### config.mk
export PLATFORM = sky130hd
export DESIGN_NAME = hdlc_inputregister
export DESIGN_NICKNAME = d
export VERILOG_FILES = /design/src/rtl/hdlc_pkg.sv /design/src/rtl/hdlc_destuffer.sv /design/src/rtl/hdlc_inputregister.sv
export SDC_FILE = /design/constraint.sdc
export NUM_CORES = 1
export LEC_CHECK = 0
export ABC_AREA = 1
export CORE_AREA = 2 2 80 67
export CTS_BUF_LIST = sky130_fd_sc_hd__clkbuf_8
export DETAILED_ROUTE_END_ITERATION = 6
export DIE_AREA = 0 0 82 69
export PLACE_DENSITY = 0.62
export SETUP_SLACK_MARGIN = 0.1
export SYNTH_ARGS = -nofsm -noshare
export SYNTH_HDL_FRONTEND = slang
export SYNTH_SLANG_ARGS = --single-unit
### constraint.sdc
create_clock -name clk -period 3.8 [get_ports clk]
set_input_delay 0.57 -clock clk [delete_from_list [all_inputs] [get_ports clk]]
set_output_delay 0.57 -clock clk [all_outputs]
set_load 0.1 [all_outputs]
### src/rtl/hdlc_pkg.sv
// rtl/hdlc_pkg.sv - shared HDLC link constants and receiver state type
package hdlc_pkg;

   localparam int          HDLC_WORD_W    = 16;
   localparam int          HDLC_STUFF_RUN = 5;
   localparam int          HDLC_ABORT_RUN = 7;
   localparam logic [7:0]  HDLC_FLAG      = 8'h7E;

   typedef enum logic {
      HUNT = 1'b0,
      SYNC = 1'b1
   } hdlc_state_t;

endpackage

### src/rtl/hdlc_destuffer.sv
// rtl/hdlc_destuffer.sv - raw bit window, ones run tracking, flag/abort/stuffed-zero detection
module hdlc_destuffer
   import hdlc_pkg::*;
#(
   parameter int STUFF_RUN = HDLC_STUFF_RUN,
   parameter int ABORT_RUN = HDLC_ABORT_RUN
)
(
   input  logic clk,
   input  logic reset,
   input  logic serin,
   output logic flag_hit,
   output logic abort_hit,
   output logic bit_out,
   output logic bit_keep
);

   localparam int OW = $clog2(ABORT_RUN + 1);

   logic [7:0]    win, win_next;
   logic [OW-1:0] ones, ones_next;
   logic          drop;

   always_comb begin
      win_next = {serin, win[7:1]};
      if (!serin)
         ones_next = '0;
      else if (ones == OW'(ABORT_RUN))
         ones_next = ones;
      else
         ones_next = ones + 1'b1;
   end

   always_ff @(posedge clk) begin
      if (reset) begin
         win  <= '0;
         ones <= '0;
      end else begin
         win  <= win_next;
         ones <= ones_next;
      end
   end

   // a flag's zero follows six ones, so it can never look like a stuffed zero
   assign flag_hit  = (win_next == HDLC_FLAG);
   assign abort_hit = serin && (ones == OW'(ABORT_RUN - 1));
   assign drop      = !serin && (ones == OW'(STUFF_RUN));
   assign bit_out   = serin;
   assign bit_keep  = !drop;

endmodule

### src/rtl/hdlc_inputregister.sv
// rtl/hdlc_inputregister.sv - HDLC serial receive register: flag alignment and word assembly
module hdlc_inputregister
   import hdlc_pkg::*;
#(
   parameter int WORD_W    = HDLC_WORD_W,
   parameter int STUFF_RUN = HDLC_STUFF_RUN,
   parameter int ABORT_RUN = HDLC_ABORT_RUN
)
(
   input  logic              clk,
   input  logic              reset,
   input  logic              serin,
   output logic [WORD_W-1:0] data_out,
   output logic              data_out_isCTL,
   output logic              data_valid,
   output logic              in_sync,
   output logic              abort
);

   localparam int CW = $clog2(WORD_W + 1);

   hdlc_state_t       state, state_next;
   logic [CW-1:0]     cnt, cnt_n, cnt_inc;
   logic [WORD_W-1:0] word, word_n, shifted, dout_n;
   logic              fseen, fseen_n, ctl_n, valid_n, abort_n;
   logic              flag_hit, abort_hit, bit_out, bit_keep;

   hdlc_destuffer #(
      .STUFF_RUN (STUFF_RUN),
      .ABORT_RUN (ABORT_RUN)
   ) u_destuffer (
      .clk       (clk),
      .reset     (reset),
      .serin     (serin),
      .flag_hit  (flag_hit),
      .abort_hit (abort_hit),
      .bit_out   (bit_out),
      .bit_keep  (bit_keep)
   );

   always_ff @(posedge clk) begin
      if (reset)
         state <= HUNT;
      else
         state <= state_next;
   end

   always_comb begin
      state_next = state;
      case (state)
         HUNT: if (flag_hit)  state_next = SYNC;
         SYNC: if (abort_hit) state_next = HUNT;
         default: state_next = HUNT;
      endcase
   end

   always_comb begin
      cnt_n   = cnt;
      word_n  = word;
      fseen_n = fseen;
      dout_n  = data_out;
      ctl_n   = data_out_isCTL;
      valid_n = 1'b0;
      abort_n = 1'b0;
      cnt_inc = cnt + 1'b1;
      shifted = {bit_out, word[WORD_W-1:1]};
      case (state)
         HUNT: begin
            if (flag_hit) begin
               cnt_n                = CW'(8);
               word_n[WORD_W-1 -: 8] = HDLC_FLAG;
               fseen_n              = 1'b1;
            end
         end
         SYNC: begin
            if (abort_hit) begin
               cnt_n   = '0;
               fseen_n = 1'b0;
               abort_n = 1'b1;
            end else if (bit_keep) begin
               word_n = shifted;
               cnt_n  = cnt_inc;
               if (cnt_inc == CW'(WORD_W)) begin
                  dout_n  = shifted;
                  ctl_n   = fseen | flag_hit;
                  valid_n = 1'b1;
                  cnt_n   = '0;
                  fseen_n = 1'b0;
               end else if (flag_hit) begin
                  fseen_n = 1'b1;
                  // a flag off a byte boundary restarts the word with the flag as its first byte
                  if (cnt_inc[2:0] != 3'd0) begin
                     cnt_n                = CW'(8);
                     word_n[WORD_W-1 -: 8] = HDLC_FLAG;
                  end
               end
            end
         end
         default: ;
      endcase
   end

   always_ff @(posedge clk) begin
      if (reset) begin
         cnt            <= '0;
         word           <= '0;
         fseen          <= 1'b0;
         data_out       <= '0;
         data_out_isCTL <= 1'b0;
         data_valid     <= 1'b0;
         abort          <= 1'b0;
      end else begin
         cnt            <= cnt_n;
         word           <= word_n;
         fseen          <= fseen_n;
         data_out       <= dout_n;
         data_out_isCTL <= ctl_n;
         data_valid     <= valid_n;
         abort          <= abort_n;
      end
   end

   assign in_sync = (state == SYNC);

endmodule

==> results.sh <==
export IMPL_status="complete, no violations"
export IMPL_drc_errors=0
export IMPL_port_buffers=22
export IMPL_report_final_setup_viol=0
export IMPL_post_cts_buffers=0
export IMPL_wl_um=4089
export IMPL_clkSinkCount=51
export IMPL_cts_made_buffers=5
export IMPL_num_vias=1708
export IMPL_dpl_hpwl_um=2864
export IMPL_skew_ns=0.007936
export IMPL_hold_path_class="reg -> reg"
export IMPL_tightest_slew_ns=0.9677
export IMPL_mostFrequentLayoutCells="dfxtp_1, nor2_1, nand2_1, inv_1"
export IMPL_end_kind="primary output"
export IMPL_critical_path_top_delay_family="buffers and inverters"
export IMPL_htreeDepth=2
export IMPL_synth_area_um2=2097
export IMPL_worst_skew_pair_late_latency_ns=0.30
export IMPL_fin_crit_sh_pct=65.45
export IMPL_num_antenna_cells=0
export IMPL_crit_slowest_cell="clkdlybuf4s50_1"
export IMPL_drv_slew=0
export IMPL_vias_per_cell=4.839
export IMPL_grt_overflow=0
export IMPL_clk_pin_slew_worst_paths_ns=0.09
export IMPL_place_ws_ns=1.260
export IMPL_coreArea_um2=4835
export IMPL_hold_viol=0
export IMPL_layout_drive_gt1_share_pct=8.591
export IMPL_grt_pass1_vias=1590
export IMPL_ys_ff_latch=51
export IMPL_final_common_cell="dfxtp_1"
export IMPL_slowest_delay_ns=1.17
export IMPL_worstSetupPathType="reg -> out"
export IMPL_cts_buffer_depth=2
export IMPL_yosysUniqueCellTypes=24
export IMPL_syn_nets=280
export IMPL_p_leak_nw=0.9602
export IMPL_synthCells=271
export IMPL_cts_root_buf="clkbuf_8"
export IMPL_io_pins=23
export IMPL_yosysSeqAreaShare_pct=48.69
export IMPL_worst_path_buf_inv=1
export IMPL_first_pass_iters=4
export IMPL_cts_resized=0
export IMPL_rsz0062_at_grt="no"
export IMPL_rows=23
export IMPL_fin_tns_setup_ns=0
export IMPL_grt_max_degree=33
export IMPL_p_per_area_nw_per_um2=379.1
export IMPL_path_max_fanout=4
export IMPL_slew_headroom_pct=35.28
export IMPL_grt_pass1_wl_um=7134
export IMPL_fmax_ghz=0.4021
export IMPL_die_width_um=82
export IMPL_cp_data_arrival_time_ns=1.92
export IMPL_worst_slack_ns=1.313
export IMPL_grt_antenna_before_repair=0
export IMPL_cts_tree="yes"
export IMPL_wl_per_cell_um=11.58
export IMPL_fin_crit_ns=2.487
export IMPL_antenna_left=0
export IMPL_place_congestion=0.8275
export IMPL_crit_chain="clkdlybuf4s50_1"
export IMPL_ys_warn_count=0
export IMPL_cts_hold_buffers_added=0
export IMPL_vdd_ir_drop_max_mv=0.2351
export IMPL_synth_area_per_cell_um2=7.738
export IMPL_grt_usage_pct=15.88
export IMPL_syn_to_final_growth_pct=16.41
export IMPL_power_total_mw=0.9254
export IMPL_start_util_pct=43.37
export IMPL_drt_iter0_drc=131
export IMPL_die_area_um2=5658
export IMPL_max_cap_viol_count=0
export IMPL_worstPathRequired_ns=3.23
export IMPL_nets=300
export IMPL_die_y_um=69
export IMPL_crit_path_start_kind="flip-flop"
-- synth_stat cells, drive strengths merged --
master / number / area (µm²)
buf: 5 / 45.04
dfxtp: 51 / 1021
a21oi: 23 / 118.9
inv: 35 / 131.4
ha: 6 / 75.07
nor3: 1 / 5.000
nand4: 4 / 25.02
clkbuf: 4 / 15.01
a211oi: 1 / 7.510
nor2: 54 / 231.5
o21ai: 33 / 165.2
nand3: 19 / 110.1
nand2: 35 / 146.4
-- stage by stage --
stage                     area [µm²]  util [%]  hold WS, ns  instances
after floorplan                 2097         -       0.4031        271
after global placement          2335     48.29       0.4103        346
after detailed placement        2335     48.29       0.4135        346
after CTS                       2441     50.49       0.4270        353
after global routing            2441     50.49       0.4474        353
final                           2441     50.49       0.4257        353
-- report_power, final --
group	leakage [nW]	internal, mW	switching (mW)
combinational	0.498	0.00606	0.0133
clock	0.0502	0.193	0.175
sequential	0.411	0.537	0.00195
total	0.960	0.735	0.190
-- layout make-up --
cell class | count | area [µm²]
flip-flops and latches | 51 | 1021
multi-input cells | 176 | 884.6
fillers | 488 | 2394
inverters | 35 | 131.4
well taps | 62 | 77.57
repair buffers | 22 | 220.2
clock inverters | 2 | 37.54
clock buffers | 5 | 68.82
-- logic make-up after synthesis --
logic type / after synthesis / synth area share, %
buffers and inverters: 44 / 9.128
AO/OA/AOI/OAI: 57 / 13.90
adder cells (fa/ha/maj): 6 / 3.580
flip-flops: 51 / 48.69
AND/OR/NAND/NOR: 113 / 24.70
-- sequential cells by signal, indices dropped and copies added, names as in the netlist --
register and flops:
data_out_isCTL 1, in_sync 1, cnt 5, word 15, abort 1, data_valid 1
fseen 1, data_out 16, u_destuffer.ones 3, u_destuffer.win 7
-- final timing paths --
path	slack [ns]	to	cells past startpoint	from
worst max-delay path	1.31	in_sync	1	in_sync
worst min-delay path	0.43	u_destuffer.win[1]	2	u_destuffer.win[2]
worst max register to register	1.73	data_out[5]	8	cnt[0]
worst min register to register	0.43	u_destuffer.win[1]	2	u_destuffer.win[2]
-- metal layers --
layer	part of all wire [%]	global-route usage (%)	wire [µm]
met1	55	23.39	2238
met2	40	22.58	1646
met5	0	0	0
met4	1.5	5.556	63
met3	3.4	3.665	140
Power figures use the tool's default switching activity.
